## config.mk

```make
export PLATFORM = sky130hd
export DESIGN_NAME = decode_sequencer_flat
export DESIGN_NICKNAME = d
export VERILOG_FILES = /design/src/rtl/decode_sequencer_if.sv /design/src/rtl/decode_sequencer.sv /design/src/flat_wrapper.sv
export SDC_FILE = /design/constraint.sdc
export NUM_CORES = 1
export LEC_CHECK = 0
export BUFFER_PORTS_ARGS = -buffer_cell sky130_fd_sc_hd__buf_2
export CAP_MARGIN = 15
export CORE_AREA = 2 2 110 112
export DETAILED_ROUTE_END_ITERATION = 8
export DIE_AREA = 0 0 112 114
export GPL_TIMING_DRIVEN = 0
export PLACE_DENSITY_LB_ADDON = 0.15
export SKIP_LAST_GASP = 1
export SLEW_MARGIN = 10
export SYNTH_ARGS = -nofsm -noshare
export SYNTH_HDL_FRONTEND = slang
export SYNTH_SLANG_ARGS = --single-unit
```

## constraint.sdc

```tcl
create_clock -name Clock -period 2.85 [get_ports Clock]
set_clock_uncertainty 0.1 [all_clocks]
set_input_delay 0.1425 -clock Clock [delete_from_list [all_inputs] [get_ports Clock]]
set_output_delay 0.1425 -clock Clock [all_outputs]
set_load 0.1 [all_outputs]
```

## src/rtl/decode_sequencer_if.sv

```systemverilog
// Bus bundle between the decode run controller and its clients / SRAM controller.
// The master modport is the controller view; the slave modport is the client side.
interface decode_sequencer_if #(
    parameter int unsigned ADDR_W = 18
);
    logic              Go;
    logic              UART_done;
    logic [ADDR_W-1:0] UART_addr;
    logic [15:0]       UART_wdata;
    logic              UART_we_n;
    logic [ADDR_W-1:0] M2_addr;
    logic [15:0]       M2_wdata;
    logic              M2_we_n;
    logic [ADDR_W-1:0] M1_addr;
    logic [15:0]       M1_wdata;
    logic              M1_we_n;
    logic [ADDR_W-1:0] VGA_addr;
    logic              M2_Stop;
    logic              M1_Stop;

    logic              M2_Start;
    logic              M1_Start;
    logic              Client_resetn;
    logic [ADDR_W-1:0] SRAM_address;
    logic [15:0]       SRAM_write_data;
    logic              SRAM_we_n;
    logic              VGA_enable;
    logic              Busy;
    logic              Error;
    logic [2:0]        Stage;

    modport master (
        input  Go, UART_done, UART_addr, UART_wdata, UART_we_n,
        input  M2_addr, M2_wdata, M2_we_n, M1_addr, M1_wdata, M1_we_n,
        input  VGA_addr, M2_Stop, M1_Stop,
        output M2_Start, M1_Start, Client_resetn, SRAM_address, SRAM_write_data,
        output SRAM_we_n, VGA_enable, Busy, Error, Stage
    );

    modport slave (
        output Go, UART_done, UART_addr, UART_wdata, UART_we_n,
        output M2_addr, M2_wdata, M2_we_n, M1_addr, M1_wdata, M1_we_n,
        output VGA_addr, M2_Stop, M1_Stop,
        input  M2_Start, M1_Start, Client_resetn, SRAM_address, SRAM_write_data,
        input  SRAM_we_n, VGA_enable, Busy, Error, Stage
    );
endinterface

```

## src/rtl/decode_sequencer.sv

```systemverilog
// Run controller for the decode path: UART upload -> M2 -> M1 -> VGA, owning the single SRAM port.
// The SRAM mux is registered; gap states insert a no-write bubble at each ownership change.
module decode_sequencer #(
    parameter logic [31:0] TIMEOUT_CYCLES = 32'd4000000,
    parameter bit          BYPASS_M2      = 1'b0,
    parameter int unsigned ADDR_W         = 18
) (
    input logic                Clock,
    input logic                Reset,
    decode_sequencer_if.master bus
);
    typedef enum logic [2:0] {
        StIdle = 3'd0,
        StUart = 3'd1,
        StGap1 = 3'd2,
        StM2   = 3'd3,
        StGap2 = 3'd4,
        StM1   = 3'd5,
        StDone = 3'd6,
        StErr  = 3'd7
    } state_t;

    state_t            state_q, state_d;
    logic              go_q;
    logic [1:0]        rearm_q, rearm_d;
    logic [31:0]       tmo_q, tmo_d;
    logic [ADDR_W-1:0] addr_q, addr_d;
    logic [15:0]       data_q, data_d;
    logic              we_n_q, we_n_d;
    logic              go_edge, timeout, counting;

    assign go_edge  = bus.Go & ~go_q;
    assign timeout  = (tmo_q == TIMEOUT_CYCLES - 32'd1);
    assign counting = (state_q == StUart) || (state_q == StM2) || (state_q == StM1);

    always_comb begin
        state_d = state_q;
        rearm_d = rearm_q;
        // rearm_q counts down the two Client_resetn-low cycles before a new run starts
        if (rearm_q != 2'd0) begin
            rearm_d = rearm_q - 2'd1;
            if (rearm_q == 2'd1) state_d = StUart;
        end else begin
            unique case (state_q)
                StIdle, StDone, StErr: begin
                    if (go_edge) rearm_d = 2'd2;
                end
                StUart: begin
                    if (bus.UART_done)  state_d = BYPASS_M2 ? StGap2 : StGap1;
                    else if (timeout)   state_d = StErr;
                end
                StGap1: state_d = StM2;
                StM2: begin
                    if (bus.M2_Stop)    state_d = StGap2;
                    else if (timeout)   state_d = StErr;
                end
                StGap2: state_d = StM1;
                StM1: begin
                    if (bus.M1_Stop)    state_d = StDone;
                    else if (timeout)   state_d = StErr;
                end
            endcase
        end
    end

    always_comb begin
        if (state_d != state_q) tmo_d = '0;
        else if (counting)      tmo_d = tmo_q + 32'd1;
        else                    tmo_d = tmo_q;
    end

    // Owner follows the current state; the request is registered onto the SRAM port.
    always_comb begin
        addr_d = '0;
        data_d = '0;
        we_n_d = 1'b1;
        unique case (state_q)
            StUart: begin
                addr_d = bus.UART_addr;
                data_d = bus.UART_wdata;
                we_n_d = bus.UART_we_n;
            end
            StM2: begin
                addr_d = bus.M2_addr;
                data_d = bus.M2_wdata;
                we_n_d = bus.M2_we_n;
            end
            StM1: begin
                addr_d = bus.M1_addr;
                data_d = bus.M1_wdata;
                we_n_d = bus.M1_we_n;
            end
            StDone: addr_d = bus.VGA_addr;
            default: ;
        endcase
    end

    always_ff @(posedge Clock or posedge Reset) begin
        if (Reset) begin
            state_q <= StIdle;
            go_q    <= 1'b0;
            rearm_q <= 2'd0;
            tmo_q   <= '0;
            addr_q  <= '0;
            data_q  <= '0;
            we_n_q  <= 1'b1;
        end else begin
            state_q <= state_d;
            go_q    <= bus.Go;
            rearm_q <= rearm_d;
            tmo_q   <= tmo_d;
            addr_q  <= addr_d;
            data_q  <= data_d;
            we_n_q  <= we_n_d;
        end
    end

    assign bus.M2_Start        = (state_q == StM2) & ~bus.M2_Stop;
    assign bus.M1_Start        = (state_q == StM1) & ~bus.M1_Stop;
    assign bus.Client_resetn   = (rearm_q == 2'd0);
    assign bus.SRAM_address    = addr_q;
    assign bus.SRAM_write_data = data_q;
    assign bus.SRAM_we_n       = we_n_q;
    assign bus.VGA_enable      = (state_q == StDone);
    assign bus.Busy            = (state_q != StIdle) && (state_q != StDone) && (state_q != StErr);
    assign bus.Error           = (state_q == StErr);
    assign bus.Stage           = state_q;
endmodule

```

## src/flat_wrapper.sv

```systemverilog
// flat-port wrapper written by rule: the top's interface ports become plain ports
module decode_sequencer_flat 
#(
    parameter logic [31:0] TIMEOUT_CYCLES = 32'd4000000,
    parameter bit          BYPASS_M2      = 1'b0,
    parameter int unsigned ADDR_W         = 18
)
  (Clock, Reset, bus_Go, bus_UART_done, bus_UART_addr, bus_UART_wdata, bus_UART_we_n, bus_M2_addr, bus_M2_wdata, bus_M2_we_n, bus_M1_addr, bus_M1_wdata, bus_M1_we_n, bus_VGA_addr, bus_M2_Stop, bus_M1_Stop, bus_M2_Start, bus_M1_Start, bus_Client_resetn, bus_SRAM_address, bus_SRAM_write_data, bus_SRAM_we_n, bus_VGA_enable, bus_Busy, bus_Error, bus_Stage);
  decode_sequencer_if #(.ADDR_W(ADDR_W)) bus_i ();
  input logic Clock;
  input logic Reset;
  input wire logic [$bits(bus_i.Go)-1:0] bus_Go;
  input wire logic [$bits(bus_i.UART_done)-1:0] bus_UART_done;
  input wire logic [$bits(bus_i.UART_addr)-1:0] bus_UART_addr;
  input wire logic [$bits(bus_i.UART_wdata)-1:0] bus_UART_wdata;
  input wire logic [$bits(bus_i.UART_we_n)-1:0] bus_UART_we_n;
  input wire logic [$bits(bus_i.M2_addr)-1:0] bus_M2_addr;
  input wire logic [$bits(bus_i.M2_wdata)-1:0] bus_M2_wdata;
  input wire logic [$bits(bus_i.M2_we_n)-1:0] bus_M2_we_n;
  input wire logic [$bits(bus_i.M1_addr)-1:0] bus_M1_addr;
  input wire logic [$bits(bus_i.M1_wdata)-1:0] bus_M1_wdata;
  input wire logic [$bits(bus_i.M1_we_n)-1:0] bus_M1_we_n;
  input wire logic [$bits(bus_i.VGA_addr)-1:0] bus_VGA_addr;
  input wire logic [$bits(bus_i.M2_Stop)-1:0] bus_M2_Stop;
  input wire logic [$bits(bus_i.M1_Stop)-1:0] bus_M1_Stop;
  output wire logic [$bits(bus_i.M2_Start)-1:0] bus_M2_Start;
  output wire logic [$bits(bus_i.M1_Start)-1:0] bus_M1_Start;
  output wire logic [$bits(bus_i.Client_resetn)-1:0] bus_Client_resetn;
  output wire logic [$bits(bus_i.SRAM_address)-1:0] bus_SRAM_address;
  output wire logic [$bits(bus_i.SRAM_write_data)-1:0] bus_SRAM_write_data;
  output wire logic [$bits(bus_i.SRAM_we_n)-1:0] bus_SRAM_we_n;
  output wire logic [$bits(bus_i.VGA_enable)-1:0] bus_VGA_enable;
  output wire logic [$bits(bus_i.Busy)-1:0] bus_Busy;
  output wire logic [$bits(bus_i.Error)-1:0] bus_Error;
  output wire logic [$bits(bus_i.Stage)-1:0] bus_Stage;
  assign bus_i.Go = bus_Go;
  assign bus_i.UART_done = bus_UART_done;
  assign bus_i.UART_addr = bus_UART_addr;
  assign bus_i.UART_wdata = bus_UART_wdata;
  assign bus_i.UART_we_n = bus_UART_we_n;
  assign bus_i.M2_addr = bus_M2_addr;
  assign bus_i.M2_wdata = bus_M2_wdata;
  assign bus_i.M2_we_n = bus_M2_we_n;
  assign bus_i.M1_addr = bus_M1_addr;
  assign bus_i.M1_wdata = bus_M1_wdata;
  assign bus_i.M1_we_n = bus_M1_we_n;
  assign bus_i.VGA_addr = bus_VGA_addr;
  assign bus_i.M2_Stop = bus_M2_Stop;
  assign bus_i.M1_Stop = bus_M1_Stop;
  assign bus_M2_Start = bus_i.M2_Start;
  assign bus_M1_Start = bus_i.M1_Start;
  assign bus_Client_resetn = bus_i.Client_resetn;
  assign bus_SRAM_address = bus_i.SRAM_address;
  assign bus_SRAM_write_data = bus_i.SRAM_write_data;
  assign bus_SRAM_we_n = bus_i.SRAM_we_n;
  assign bus_VGA_enable = bus_i.VGA_enable;
  assign bus_Busy = bus_i.Busy;
  assign bus_Error = bus_i.Error;
  assign bus_Stage = bus_i.Stage;
  decode_sequencer #(.TIMEOUT_CYCLES(TIMEOUT_CYCLES), .BYPASS_M2(BYPASS_M2), .ADDR_W(ADDR_W)) u_core (.Clock(Clock), .Reset(Reset), .bus(bus_i));
endmodule
```

# --- Yosys cells after proc, flatten, opt, wreduce, memory -nomap -nowiden ---
# Index checks and enable logic that the tools add are counted.
classes:
  n_eq_ne: 12
  add_sub_neg: 2
  shift: 0
  bitwise: 6
  n_div: 0
  n_mux: 15
  n_lt_le_gt_ge: 0
  multipliers: 0
  reduce_logical: 13
op_table:
  columns: ["op", "count"]
  rows:
  - ["18-bit case mux with 4 select lines", 1]
  - ["32-bit 2-to-1 mux", 2]
  - ["16-bit case mux with 3 select lines", 1]
  - ["32-bit by 1-bit adder with 32-bit output (second input constant)", 1]
  - ["32-bit by 22-bit equality test with 1-bit output (second input constant)", 1]
  - ["3-bit 2-to-1 mux", 6]
  - ["3-bit case mux with 5 select lines", 1]
  - ["3-bit equality test (second input constant)", 4]
  - ["2-bit nonzero test", 4]
  - ["3-bit by 2-bit equality test with 1-bit output (second input constant)", 2]
  - ["2-bit 2-to-1 mux", 3]
  - ["3-bit != test (second input constant)", 2]
  - ["1-bit bitwise AND", 3]
  - ["3-bit by 1-bit equality test with 1-bit output (second input constant)", 1]
  - ["3-bit logical NOT", 1]
  - ["3-bit != test", 1]
  - ["1-bit inverter", 3]
  - ["1-bit case mux with 3 select lines", 1]
  - ["3-bit nonzero test", 1]
  - ["3-bit OR reduction", 1]
  - ["2-bit by 1-bit equality test with 1-bit output (second input constant)", 1]
  - ["1-bit logical AND", 2]
  - ["2-bit logical NOT", 1]
  - ["1-bit logical OR", 2]
  - ["other kinds (2)", 2]
word_totals:
  elab_cells: 55
  rom_bits: 0
  out_inout_bits: 44
  latchBits: 0
  ram_bits: 0
  mem_count: 0
  reg_bits: 73
  input_bits: 129

# --- Depth between registers and ports, before layout ---
# Gate-level depths: netlist of run 1.
depth:
  depth_word: 7
  ltp_mapped: 8
  depth_no_buf: 7

# --- Worst setup path after synthesis of run 1 ---
# Ideal clock, no wire load.
synth_path:
  path_kind: "reg2out"
  start: "register u_core.state_q[2], in the netlist u_core.bus.Stage[2]"
  end: "output port bus_M2_Start"
  path_stages_with_launch: 5
  required_ns: 2.608
  path_buffers: 3
  slack_ns: -1.744
  t_arrival_ns: 4.351
  path_cell_list: "dfrtp_1 buf_2 buf_2 buf_1 nor4_1"
synth_via:
  elab_chain_cells: 2
synth_lines:
  columns: ["element", "line_no", "source"]
  rows:
  - ["start, declared", "decode_sequencer.sv:23", "state_t state_q, state_d;"]
  - ["start signal, assigned", "decode_sequencer.sv:100", "state_q <= StIdle;"]
  - ["start signal, assigned", "decode_sequencer.sv:108", "state_q <= state_d;"]
  - ["3-bit by 2-bit equality test with 1-bit output", "decode_sequencer.sv:118", "assign bus.M2_Start = (state_q == StM2) & ~bus.M2_Stop;"]
  - ["1-bit bitwise AND", "decode_sequencer.sv:118", null]
  - ["end, declared", "flat_wrapper.sv:26", "output wire logic [$bits(bus_i.M2_Start)-1:0] bus_M2_Start;"]
# No other way between the ends.

# --- Final worst setup path of run 1 ---
layout_path:
  start: "register u_core.state_q[2], in the netlist u_core.bus.Stage[2]"
  end: "output port bus_VGA_enable"
layout_via:
  elab_chain_cells: 1
layout_lines:
  columns: ["element", "line_no", "source"]
  rows:
  - ["3-bit equality test", "decode_sequencer.sv:124", "assign bus.VGA_enable = (state_q == StDone);"]
  - ["end, declared", "flat_wrapper.sv:32", "output wire logic [$bits(bus_i.VGA_enable)-1:0] bus_VGA_enable;"]
# No other way between the ends.

==> results of run 1 <==
## timing repair
| item | 4_1_cts | 5_1_grt |
|---|---|---|
| hold endpoints to repair | 53 | 0 |
| hold buffers | 43 | 0 |
| endpoints found under the setup margin | 0 | 2 |
| resized for setup | 0 | 2 |
## report_power, final
part / leakage (nW) / total [mW] / switching (mW) / internal (mW)
Combinational: 1.90 / 4.56 / 3.54 / 1.02
Sequential: 0.956 / 1.45 / 0.108 / 1.34
Clock: 0.162 / 1.24 / 0.432 / 0.811
Total: 3.02 / 7.25 / 4.08 / 3.17
## registers in the layout (all words and copies together) (netlist names)
signal and flops:
u_core.bus.Stage 3, u_core.bus.SRAM_write_data 16, u_core.bus.SRAM_we_n 1, u_core.go_q 1, u_core.tmo_q 32, u_core.bus.SRAM_address 18, u_core.rearm_q 2
## tightest hold or removal path: stages
cell and delay (ns):
buf_2 0.08, a21oi_1 0.05, o21ai_0 0.13
## cell families after synthesis
group,share of synthesized area
xor gates and xnor gates,0.06297
and+or+nand+nor,0.2580
DFF,0.4240
adders and majority gates,0.01161
AOI/OAI and AO/OA,0.1051
muxes,0.08619
buffers and inverters,0.05223
## placed cells by master, fill, tap and decap left out, types with 5 or more instances in the layout
master	synthesis	final
o21ai_1	10	10
buf_2	12	184
nand4_1	11	11
a22oi_1	7	7
clkbuf_16	0	9
nor3_2	31	31
dlygate4sd3_1	0	43
clkbuf_1	9	7
inv_1	6	5
nor3_1	5	5
nand3_1	17	17
o21ai_0	10	10
nor2_1	54	54
dfrtp_1	72	71
nand2_1	30	30
mux2i_1	36	36
o22ai_1	7	7
a21oi_1	36	35
xor2_1	27	27
## area by class of cell
type	count	area (sq um)	area share
Timing Repair Buffer	216	1319	0.2132
Sequential cell	73	1829	0.2958
Inverter	7	28.78	0.004653
Multi-Input combinational cell	332	2297	0.3714
Buffer	29	196.4	0.03176
Clock buffer	11	252.7	0.04087
Clock inverter	5	77.57	0.01254
Tap cell	147	183.9	0.02974
## layer usage
| layer | vias to the layer above | share of wire | global-route usage |
|---|---|---|---|
| met2 | 144 | 0.51 | 0.3539 |
| met3 | 23 | 0.074 | 0.05792 |
| li1 | 2011 | - | - |
| met4 | 0 | 0.026 | 0.08211 |
| met5 | - | 0 | 0 |
| met1 | 1969 | 0.39 | 0.2398 |
## worst paths after layout
path / startpoint / end / slack [ns] / cells past startpoint
worst max-delay path: u_core.bus.Stage[2] / bus_VGA_enable / 0.16 / 5
worst min-delay path: bus_M1_addr[17] / u_core.bus.SRAM_address[17] / 0.007 / 3
worst max register to register: u_core.bus.Stage[2] / u_core.bus.SRAM_address[1] / 0.26 / 7
worst min register to register: u_core.rearm_q[1] / u_core.rearm_q[1] / 0.48 / 2
max in group asynchronous: Reset / u_core.bus.SRAM_we_n / 1.83 / 4
min in group asynchronous: Reset / u_core.bus.SRAM_address[15] / 0.22 / 3
## per-stage QoR
step / power, mW / TNS [ns]
4_1_cts: 7.298 / 0
3_5_place_dp: 5.885 / 0
6_report: 7.248 / 0
3_3_place_gp: 5.835 / -17.19
5_1_grt: 7.636 / 0
2_1_floorplan: 5.043 / 0
==> tab_implementation.tex, run 1 <==
\begin{tabular}{lr}
\hline
Metric & Value \\
\hline
\multicolumn{2}{l}{\textbf{Power and ir drop}} \\
Peak VDD IR & 826.9 uV \\
Leakage power summed over all cells & approximately 3 nW \\
Power density of the placed cells & 1172 nW/um\^{}2 \\
\multicolumn{2}{l}{\textbf{Synthesis}} \\
Number of warning messages in the yosys log & 0 \\
Dominant cells by area after synthesis & dfrtp\_1, mux2i\_1, nor3\_2 \\
Primary FF master, synth & dfrtp\_1 \\
Post-synthesis cell area & between 4000 and 5000 sq um \\
Commonest cells in the synthesized netlist & dfrtp\_1, nor2\_1, a21oi\_1, mux2i\_1, nor3\_2 \\
Top-area cell type share of the netlist area & 0.4179 \\
Mean instance size in the synthesized netlist & 9.755 sq um \\
Most frequently used cell type in the post-synthesis netlist & dfrtp\_1 \\
Cell count after synthesis & 442 \\
Number of enable flip-flop cells after synthesis & 0 \\
Share of flip-flops with an asynchronous set or reset after synthesis & 1.000 \\
Distinct cells, synth & 50 \\
Synth Register Bits & 73 \\
Largest area contributor in the synthesized netlist & dfrtp\_1 \\
Part of the Yosys area used for sequential elements & 0.4240 \\
Synthesized net count & roughly 580 \\
\multicolumn{2}{l}{\textbf{Route}} \\
Number of detailed-route iterations in the first pass & 5 \\
Count of nets left with antenna violations after detail routing & 0 \\
Number of remaining DRC errors & 0 \\
Number of vias per cell after detailed routing & a little over 5 \\
DRC violation total after the first TritonRoute iteration & $\sim$150 \\
Average routed wire per standard cell & 15.47 um \\
Vias & 4,147 \\
Routed wire length & $\sim$13 mm \\
\multicolumn{2}{l}{\textbf{Clock network}} \\
Setup repair bufs after CTS & 0 \\
Worst-path clk slew & 0.06 ns \\
CTS tree & yes \\
Root buffer cell & clkbuf\_16 \\
CTS H-tree lvls & 3 \\
Sink Count & 73 \\
Total CTS buffers & 9 \\
Insertion delay of the later-clocked pin in the worst-skew pair & 0.33 ns \\
Number of buffers between clock root and the deepest sink & 2 \\
\multicolumn{2}{l}{\textbf{Timing}} \\
Count of pins over their slew limit & 0 \\
Fin crit period & around 2.7 ns \\
Setup repair after global routing missed its margin & false \\
Fin worst setup slack & between 0.15 and 0.2 ns \\
Final setup violation count & 0 \\
Top achievable clock speed & 371.6 MHz \\
Endpoints failing hold & 0 \\
Worst rel slew slack & 0.5412 \\
Worst hold margin & 0.006879 ns \\
Worst Tran Pin Value & slightly below 0.7 ns \\
Final period util & 0.9443 \\
\multicolumn{2}{l}{\textbf{Placed design}} \\
Final HPWL from detailed placement & between 9 and 10 mm \\
IO buf count & between 150 and 200 \\
Placer Congestion & approximately 0.8 \\
Total placed cells including tap cells & roughly 760 \\
Worst setup timing slack at the placement stage & 0.4491 ns \\
Placed Area & $\sim$5400 sq um \\
\multicolumn{2}{l}{\textbf{Job}} \\
Total of max-cap violations & 0 \\
\multicolumn{2}{l}{\textbf{Layout}} \\
Filler Cell Count & roughly 1,100 \\
Synth-to-layout area growth & 43.44\% \\
Non-filler instance count after layout & about 800 \\
Summed area of non-filler cells in the final layout & roughly 6200 sq um \\
Proportion of layout cells with a drive suffix above 1 & 0.3789 \\
Diode insertion count for antenna repair & 0 \\
Nets@finish & around 800 \\
Final core occ & 0.5281 \\
\multicolumn{2}{l}{\textbf{Critical path}} \\
Crit. End Element & primary output \\
Ordered list of cells on the worst path & buf\_2 -> nor2b\_1 -> and2\_1 -> buf\_2 -> buf\_2 \\
Type of element launching the critical path & flip-flop \\
Number of buffers and inverters on the critical path & 3 \\
Largest incremental delay on the critical path & approximately 0.50 ns \\
Gate family responsible for the most delay along the worst path & buffers and inverters \\
Start-to-end type of the worst setup path & reg -> out \\
Biggest fanout along the worst timing path & 10 \\
Worst EP required & 2.61 ns \\
WP data arrival & between 2 and 2.5 ns \\
Slowest cell on the critical path & nor2b\_1 \\
Most used cell, CP & buf\_2 \\
\multicolumn{2}{l}{\textbf{GRT}} \\
Number of global-route vias before repair & between 4,000 and 5,000 \\
Pin count of the biggest net entering global routing & 52 \\
Overflow after GRT & 0 \\
Wire length of the first global-routing pass & 20.77 mm \\
Initial antenna violation count & 0 \\
GR Util All Layers & 0.2040 \\
\multicolumn{2}{l}{\textbf{Die}} \\
Cell row count & 40 \\
Top-Level Pins & between 150 and 200 \\
DIE AREA & around 13,000 sq um \\
Y dimension of the die & $\sim$110 um \\
Effective utilization at floorplan & 0.3682 \\
Width of the chip & 112 um \\
Core Box Area & 11,710 sq um \\
\multicolumn{2}{l}{\textbf{Outcome}} \\
Status & completed \\
\multicolumn{2}{l}{\textbf{Min path}} \\
Class of the worst hold path & in -> reg \\
\hline
\end{tabular}
(Power assumes the default switching activity.)
==> inputs of run 2 (changes only) <==
--- a/config.mk
+++ b/config.mk
@@ -5,7 +5,7 @@
 export SDC_FILE = /design/constraint.sdc
 export NUM_CORES = 1
 export LEC_CHECK = 0
-export BUFFER_PORTS_ARGS = -buffer_cell sky130_fd_sc_hd__buf_2
+export BUFFER_PORTS_ARGS = -buffer_cell sky130_fd_sc_hd__buf_4
 export CAP_MARGIN = 15
 export CORE_AREA = 2 2 110 112
 export DETAILED_ROUTE_END_ITERATION = 8
==> tab_implementation.tex, run 2 (synthesized netlist as in run 1, its figures left out) <==
\begin{tabular}{lr}
\hline
Metric & Value \\
\hline
\multicolumn{2}{l}{\textbf{GRT}} \\
Number of global-route vias before repair & 4,178 (-3.1\%) \\
Pin count of the biggest net entering global routing & 43 (-17\%) \\
Overflow after GRT & 0 (unchanged) \\
GR Util All Layers & 0.2023 (-0.001680) \\
Wire length of the first global-routing pass & 20.56 mm (-1.0\%) \\
Initial antenna violation count & 0 (unchanged) \\
\multicolumn{2}{l}{\textbf{Timing}} \\
Fin crit period & 2.623 ns (-0.06855 ns) \\
Final period util & 0.9202 (-0.02405) \\
Worst rel slew slack & 0.5524 (+0.01121) \\
Endpoints failing hold & 0 (unchanged) \\
Final setup violation count & 0 (unchanged) \\
Setup repair after global routing missed its margin & false \\
Worst Tran Pin Value & 0.6690 ns (-0.01675 ns) \\
Fin worst setup slack & 0.2274 ns (+0.06855 ns) \\
Count of pins over their slew limit & 0 (unchanged) \\
Top achievable clock speed & 381.3 MHz (+2.6\%) \\
\multicolumn{2}{l}{\textbf{Critical path}} \\
WP data arrival & 2.38 ns (-0.07 ns) \\
Number of cell instances on the worst register-to-register path & 7 (unchanged) \\
Type of element launching the critical path & flip-flop \\
Crit Reg-Reg Endpoint & u\_core.bus.SRAM\_address[2] \\
Worst EP required & 2.61 ns (about the same) \\
Crit. End Element & primary output \\
Minimum setup slack among reg-to-reg paths & 0.29 ns (+0.03 ns) \\
Timing startpoint of the critical path & u\_core.bus.Stage[1] \\
Start-to-end type of the worst setup path & reg -> out \\
Launching point of the worst reg2reg path & u\_core.bus.Stage[2] \\
Biggest fanout along the worst timing path & 10 (unchanged) \\
\multicolumn{2}{l}{\textbf{Route}} \\
Number of remaining DRC errors & 0 (unchanged) \\
Vias & 4,076 (-1.7\%) \\
DRC violation total after the first TritonRoute iteration & 191 (+24\%) \\
Count of nets left with antenna violations after detail routing & 0 (unchanged) \\
Routed wire length & 12.93 mm (+1.9\%) \\
Average routed wire per standard cell & 15.77 um (+1.9\%) \\
Number of vias per cell after detailed routing & 4.971 (-1.7\%) \\
Number of detailed-route iterations in the first pass & 4 (-1) \\
\multicolumn{2}{l}{\textbf{Placed design}} \\
Final HPWL from detailed placement & 9.600 mm (+2.6\%) \\
IO buf count & 172 (unchanged) \\
Placer Congestion & 0.7991 (-1.7\%) \\
Worst setup timing slack at the placement stage & 0.5942 ns (+0.1452 ns) \\
\multicolumn{2}{l}{\textbf{Min path}} \\
Worst-case hold path end point & u\_core.bus.SRAM\_address[0] \\
Min-Delay Path Depth & 3 (unchanged) \\
Min-Delay Startpoint & bus\_M1\_addr[0] \\
Class of the worst hold path & in -> reg \\
\multicolumn{2}{l}{\textbf{Power and ir drop}} \\
Switching power & 4.105 mW (+0.58\%) \\
Flop pwr share & 0.199 (about the same) \\
Internal Power & 3.273 mW (+3.4\%) \\
Combinational cell fraction of total power & 0.648 (+0.019) \\
Sw Ratio & 0.5564 (-0.006795) \\
Power density of the placed cells & 1123 nW/um\^{}2 (-4.1\%) \\
Peak VDD IR & 749.9 uV (-9.3\%) \\
Leakage power summed over all cells & 3.123 nW (+3.4\%) \\
Part of the total power dissipated in the clock network & 0.154 (-0.017) \\
\multicolumn{2}{l}{\textbf{Outcome}} \\
Status & completed \\
\multicolumn{2}{l}{\textbf{Die}} \\
DIE AREA & 12,770 sq um (unchanged) \\
Cell row count & 40 (unchanged) \\
Y dimension of the die & 114 um (unchanged) \\
Width of the chip & 112 um (unchanged) \\
Effective utilization at floorplan & 0.3682 (unchanged) \\
Top-Level Pins & 173 (unchanged) \\
Core Box Area & 11,710 sq um (unchanged) \\
\multicolumn{2}{l}{\textbf{Layout}} \\
Top library cells by usage in the layout, fill and taps aside & buf\_4, dfrtp\_1, nor2\_1, dlygate4sd3\_1, mux2i\_1 \\
Synth-to-layout area growth & 52.32\% \\
Proportion of layout cells with a drive suffix above 1 & 0.3759 (-0.002972) \\
Diode insertion count for antenna repair & 0 (unchanged) \\
Nets@finish & 801 (unchanged) \\
Final core occ & 0.5608 (+0.03269) \\
Most flop-heavy register & u\_core.tmo\_q \\
Filler Cell Count & 1,081 (-3.9\%) \\
Commonest non-fill, non-tap cell in the layout & buf\_4 \\
Flip-flop count of the largest register, all copies and words added & 32 (unchanged) \\
\multicolumn{2}{l}{\textbf{Clock network}} \\
Insertion delay of the later-clocked pin in the worst-skew pair & 0.34 ns (about the same) \\
Total CTS buffers & 9 (unchanged) \\
Sink Count & 73 (unchanged) \\
CTS H-tree lvls & 3 (unchanged) \\
Number of buffers between clock root and the deepest sink & 2 (unchanged) \\
CTS tree & yes \\
Root buffer cell & clkbuf\_16 \\
Worst-path clk slew & 0.06 ns (about the same) \\
\multicolumn{2}{l}{\textbf{Job}} \\
Total of max-cap violations & 0 (unchanged) \\
\hline
\end{tabular}
-- run 2: changes by cell type in the layout (fill, tap and decap cells not counted) --
cell | before | now
buf_2 | 184 | 12
buf_4 | 2 | 174
clkbuf_1 | 7 | 10
buf_12 | 3 | 4
buf_16 | 1 | 0
bufinv_16 | 2 | 1
clkbuf_2 | 1 | 0
clkbuf_8 | 2 | 1
clkinvlp_4 | 1 | 2
dlygate4sd3_1 | 43 | 42
-- run 2: power groups by stage --
stage,combinational (mW),clock (mW),sequential [mW]
after floorplan,1.63,0,3.41
after global placement,4.61,0,1.47
after detailed placement,4.64,0,1.47
after CTS,4.79,1.16,1.47
after global routing,5.05,1.19,1.50
final,4.78,1.14,1.46
-- run 2: worst max path at each step --
stage	cells after the start	slack, ns	to
6_report	5	0.23	bus_Error
5_1_grt	5	0.11	bus_Error
4_1_cts	5	0.22	bus_Error
3_5_place_dp	5	0.59	bus_Error
3_3_place_gp	2	-0.46	u_core.bus.Stage[2]
2_1_floorplan	6	0.18	u_core.rearm_q[0]
-- run 2: routing by layer --
metal  track usage  up-vias  share of wire
li1              -     2013              -
met1        0.2308     1936           0.39
met2        0.3600      112           0.52
met3       0.06642       15          0.074
met4       0.06667        0          0.016
met5             0        -              0
-- run 2: through the flow --
step	power (mW)	hold WS, ns	TNS, ns	instance area, sq um	cells
after floorplan	5.043	0.07393	0	4352	442
after global placement	6.083	0.1637	-16.10	5827	761
after detailed placement	6.112	0.08238	0	5849	762
after CTS	7.416	0.004062	0	6568	820
after global routing	7.731	0.03770	0	6568	820
final	7.378	0.01654	0	6568	820
-- run 2: critical path, cell delays in order, from the launching register on --
cell      delay (ns)
dfrtp_1         0.50
buf_2           0.28
buf_2           0.31
clkbuf_1        0.40
and3_2          0.27
buf_4           0.29
-- run 2: final cells by class --
type	instances	area, sq um	share of cell area
Multi-Input combinational cell	332	2297	0.3498
Timing Repair Buffer	215	1732	0.2637
Clock buffer	11	242.7	0.03696
Tap cell	147	183.9	0.02801
Sequential cell	73	1829	0.2785
Inverter	7	28.78	0.004382
Buffer	30	198.9	0.03029
Clock inverter	5	55.05	0.008383
-- run 2: timing repair --
| item | in CTS | in global routing |
|---|---|---|
| hold endpoints to repair | 61 | 0 |
| hold buffers | 42 | 0 |
| gates resized for setup | 0 | 0 |
| buffers inserted | 0 | 0 |
